### src/rtl/alu_ctrl_issue.sv
// Execute-stage issue register: decodes ALUOp/funct into the ALU control
// code and registers code + operands toward the ALU, with MUL occupancy,
// stall and flush sequencing.
// Ports: clk_i, rst_i (async, active-low), valid_i/ready_o (ID handshake),
// ALUOp_i, funct_i, data1_i, data2_i, stall_i, flush_i,
// valid_o, ALUCtrl_o, data1_o, data2_o, illegal_o.
module alu_ctrl_issue #(
  parameter int DATA_W  = 32,
  parameter int MUL_LAT = 3
) (
  input  logic              clk_i,
  input  logic              rst_i,
  input  logic              valid_i,
  output logic              ready_o,
  input  logic [1:0]        ALUOp_i,
  input  logic [9:0]        funct_i,
  input  logic [DATA_W-1:0] data1_i,
  input  logic [DATA_W-1:0] data2_i,
  input  logic              stall_i,
  input  logic              flush_i,
  output logic              valid_o,
  output logic [3:0]        ALUCtrl_o,
  output logic [DATA_W-1:0] data1_o,
  output logic [DATA_W-1:0] data2_o,
  output logic              illegal_o
);

  localparam logic [3:0] C_ADD = 4'b0010;
  localparam logic [3:0] C_SUB = 4'b0110;
  localparam logic [3:0] C_AND = 4'b0000;
  localparam logic [3:0] C_OR  = 4'b0001;
  localparam logic [3:0] C_MUL = 4'b1000;

  localparam logic [3:0] BUSY_INIT = 4'(MUL_LAT - 1);

  typedef enum logic {
    RUN,
    MUL_BUSY
  } state_t;

  state_t            state_q, state_d;
  logic [3:0]        cnt_q, cnt_d;
  logic              valid_q, valid_d;
  logic [3:0]        code_q, code_d;
  logic [DATA_W-1:0] d1_q, d1_d;
  logic [DATA_W-1:0] d2_q, d2_d;
  logic              ill_q, ill_d;

  logic [3:0] dec_code;
  logic       dec_ill;
  logic       accept;

  always_comb begin
    dec_code = C_AND;
    dec_ill  = 1'b0;
    unique case (ALUOp_i)
      2'b00: dec_code = C_ADD;
      2'b01: dec_code = C_SUB;
      2'b10: begin
        unique case (funct_i)
          10'b0000000_000: dec_code = C_ADD;
          10'b0100000_000: dec_code = C_SUB;
          10'b0000000_111: dec_code = C_AND;
          10'b0000000_110: dec_code = C_OR;
          10'b0000001_000: dec_code = C_MUL;
          default: begin
            dec_code = C_AND;
            dec_ill  = 1'b1;
          end
        endcase
      end
      default: begin
        unique case (funct_i[2:0])
          3'b000: dec_code = C_ADD;
          3'b111: dec_code = C_AND;
          3'b110: dec_code = C_OR;
          default: begin
            dec_code = C_AND;
            dec_ill  = 1'b1;
          end
        endcase
      end
    endcase
  end

  assign ready_o = (state_q == RUN) & ~stall_i & ~flush_i;
  assign accept  = valid_i & ready_o;

  always_comb begin
    state_d = state_q;
    cnt_d   = cnt_q;
    valid_d = valid_q;
    code_d  = code_q;
    d1_d    = d1_q;
    d2_d    = d2_q;
    ill_d   = ill_q;
    if (flush_i) begin
      state_d = RUN;
      cnt_d   = 4'd0;
      valid_d = 1'b0;
      code_d  = C_ADD;
      d1_d    = '0;
      d2_d    = '0;
      ill_d   = 1'b0;
    end else if (!stall_i) begin
      valid_d = 1'b0;
      code_d  = C_ADD;
      d1_d    = '0;
      d2_d    = '0;
      ill_d   = 1'b0;
      if (accept) begin
        valid_d = 1'b1;
        code_d  = dec_code;
        d1_d    = data1_i;
        d2_d    = data2_i;
        ill_d   = dec_ill;
        if (dec_code == C_MUL && MUL_LAT > 1) begin
          state_d = MUL_BUSY;
          cnt_d   = BUSY_INIT;
        end
      end else if (state_q == MUL_BUSY) begin
        cnt_d = cnt_q - 4'd1;
        if (cnt_q <= 4'd1) begin
          state_d = RUN;
        end
      end
    end
  end

  always_ff @(posedge clk_i or negedge rst_i) begin
    if (!rst_i) begin
      state_q <= RUN;
      cnt_q   <= 4'd0;
      valid_q <= 1'b0;
      code_q  <= C_ADD;
      d1_q    <= '0;
      d2_q    <= '0;
      ill_q   <= 1'b0;
    end else begin
      state_q <= state_d;
      cnt_q   <= cnt_d;
      valid_q <= valid_d;
      code_q  <= code_d;
      d1_q    <= d1_d;
      d2_q    <= d2_d;
      ill_q   <= ill_d;
    end
  end

  assign valid_o   = valid_q;
  assign ALUCtrl_o = code_q;
  assign data1_o   = d1_q;
  assign data2_o   = d2_q;
  assign illegal_o = ill_q;

endmodule

### config.mk
export PLATFORM = sky130hd
export DESIGN_NAME = alu_ctrl_issue
export DESIGN_NICKNAME = d
export VERILOG_FILES = /design/src/rtl/alu_ctrl_issue.sv
export SDC_FILE = /design/constraint.sdc
export NUM_CORES = 1
export LEC_CHECK = 0
export ABC_AREA = 1
export CELL_PAD_IN_SITES_DETAIL_PLACEMENT = 0
export CELL_PAD_IN_SITES_GLOBAL_PLACEMENT = 1
export CORE_MARGIN = 10
export CORE_UTILIZATION = 31
export CTS_BUF_LIST = sky130_fd_sc_hd__clkbuf_8
export CTS_CLUSTER_DIAMETER = 60
export DETAILED_ROUTE_END_ITERATION = 10
export PLACE_DENSITY_LB_ADDON = 0.1
export SYNTH_ARGS = -nofsm -noshare
export SYNTH_HDL_FRONTEND = slang
export SYNTH_SLANG_ARGS = --single-unit
### constraint.sdc
create_clock -name clk_i -period 1.52 [get_ports clk_i]
set_input_delay 0.38 -clock clk_i [delete_from_list [all_inputs] [get_ports clk_i]]
set_output_delay 0.38 -clock clk_i [all_outputs]
set_load 0.02 [all_outputs]
==> run metrics <==
status finished, final reports clean; via/cell ratio 4.55; CP bufs+invs 1; Crit-path slowest cell dfrtp_1; grt total ovfl 0; Power Density between 800 and 900 nW/µm²; Syn. warnings 0; relative slew slack roughly three quarters; HP Class flop to flop; n_diodes 0; die area 14200 µm²; initial antenna violation count 0; GRT Overall Usage 13.1%; Setup Skew approximately 0.011 ns; port bufs 151; nature of the critical path startpoint flop; first-pass GRT wire length 14900 µm; critical path arrival ~1.1 ns; GR Util met3 5.86%; setup repair after global routing missed its margin yes; Detail Route Antenna Nets 0; CP Cell Sequence dlygate4sd2_1; Setup Fix Bufs, Post-CTS 0; area leader, netlist dfrtp_1; busiest layer in global routing met2; leak pwr 2.59 nW; Peak Freq 686 MHz; synthesized area 3040 µm²; share of cells above drive strength 1 11.8%; Synth Area per Inst between 10 and 15 µm²; worst-margin pin slew 0.378 ns; starting density of the core 31.4%; Pins Over Slew Limit 0; IO Pins roughly 150; TritonCTS buffer count 9; Seq/Total Area, Yosys 61.7%; number of detailed-route iterations in the first pass 4; maximum VDD drop 0.000366 V; H-tree depth 3; Root Buffer clkbuf_8; final period utilization roughly 96%; CTS tree done; WL final roughly 9400 µm; met2 Use GR 19.5%; Setup Crit Path Kind flop to output pin; Syn Inst Count 250; Area contributors post-synth dfrtp_1 (61%), a22o_1 (18%), nand2_1 (4.9%); MaxCap Viol Count 0; CP required 1.14 ns; final worst setup slack around 0.063 ns; initial DRC count 140; syn_nets 333; Die Ht 119 µm; Period minus WS final between 1 and 1.5 ns; Worst Path Max Fanout 2; slowest stage delay, CP around 0.4 ns; Core Rows 36; CP delay by family, top flip-flops; most frequent cells in the layout clkdlybuf4s50_1 (77), dfrtp_1 (74), dlygate4sd2_1 (71); synthesis-to-finish area growth 62.0%; largest net degree at the start of global routing 38; routed wire length per instance around 17 µm; Layout Nets 501; commonest non-fill, non-tap cell in the layout clkdlybuf4s50_1; Setup violations, final 0; die width around 120 µm; Post-Route Setup TNS 0 ns; Via Count ~2.5k; GP Congestion approximately 0.79; share of the synthesized area in the top cell type approximately three fifths; hold slack 0.481 ns; CTS Buffer Depth 2; clk slew on worst S/H paths 0.09 ns; Synth cell types 28; Worst Setup End Kind output pin; #FFs+latches synth 75; vias in the first global route 2610; clk sink count between 70 and 80; met1 Usage GRT between 10% and 20%; Final Hold Fails 0; DP HPWL approximately 7100 µm; Post-route DRC 0; clk_lat worst skew 0.35 ns; pre-CTS setup slack -0.553 ns; core area between 9000 and 10000 µm²
==> cell families after synthesis <==
group	after synthesis	synth area share, %
flip-flops	75	61.7
adder cells (fa/ha/maj)	2	0.822
AO/OA/AOI/OAI	71	19.7
XOR/XNOR	2	0.576
buffers and inverters	27	5.67
AND/OR/NAND/NOR	73	11.6
==> flip-flops by register name, summed over array words and instances (netlist names) <==
signal,count
ALUCtrl_o,4
cnt_q,4
data1_o,32
data2_o,32
illegal_o,1
state_q,1
valid_o,1
==> metal layers <==
metal	wire, µm	part of all wire, %
met4	75	0.80
met3	679	7.2
met1	4220	45
met2	4410	47
met5	0	0
==> final timing paths <==
check                      cells past startpoint               startpoint                 endpoint  slack, ns
setup / recovery                               1  data1_o[11]$_DFFE_PN0P_              data1_o[11]       0.06
hold / removal                                 2      valid_o$_DFFE_PN0P_      valid_o$_DFFE_PN0P_       0.48
setup reg to reg                               7      state_q$_DFFE_PN0P_     cnt_q[2]$_DFFE_PN0P_       0.18
hold reg to reg                                2      valid_o$_DFFE_PN0P_      valid_o$_DFFE_PN0P_       0.48
max in group asynchronous                      3                    rst_i  data2_o[29]$_DFFE_PN0P_       0.54
min in group asynchronous                      2                    rst_i   data2_o[5]$_DFFE_PN0P_       0.50
==> report_power, final <==
group / total (mW) / switching [mW] / internal (mW)
clock: 1.36 / 0.770 / 0.587
combinational: 0.884 / 0.428 / 0.456
sequential: 2.19 / 0.0791 / 2.11
total: 4.43 / 1.28 / 3.15
==> synth_stat cells (all sizes together) <==
master   n
xor2     1
nand3    4
a22o    64
xnor2    1
dfrtp   74
nor3     5
clkbuf   1
nand4    4
buf     13
nor2    15
o31ai    1
inv     13
o21ai    4
dfstp    1
ha       2
nand2   45
a21oi    2
==> final cells by class <==
cell class                 instances  area (µm²)
clock buffer                       9         124
clock inverter                     7        45.0
fill                             917        4760
inverter                          13        53.8
multi-input combinational        148        1000
sequential                        75        1880
tap                              133         166
timing repair buffer             171        1660
==> what timing repair did <==
action,CTS,global route
setup endpoints to repair,71,6
endpoints found under the hold margin,22,0
hold buffers,1,0
resized for setup,81,2
pin swaps,1,2
==> metrics by stage <==
| stage | power, mW | instance area, µm² | std cells | util [%] |
|---|---|---|---|---|
| global route | 4.68 | 4930 | 556 | 50.9 |
| detailed placement | 3.18 | 4830 | 539 | 49.9 |
| global placement | 3.17 | 4830 | 539 | 49.9 |
| finish | 4.43 | 4930 | 556 | 50.9 |
| floorplan | 2.63 | 3040 | 250 | - |
| CTS | 4.50 | 4920 | 556 | 50.8 |
No activity file was read; power rests on OpenSTA's default activity.
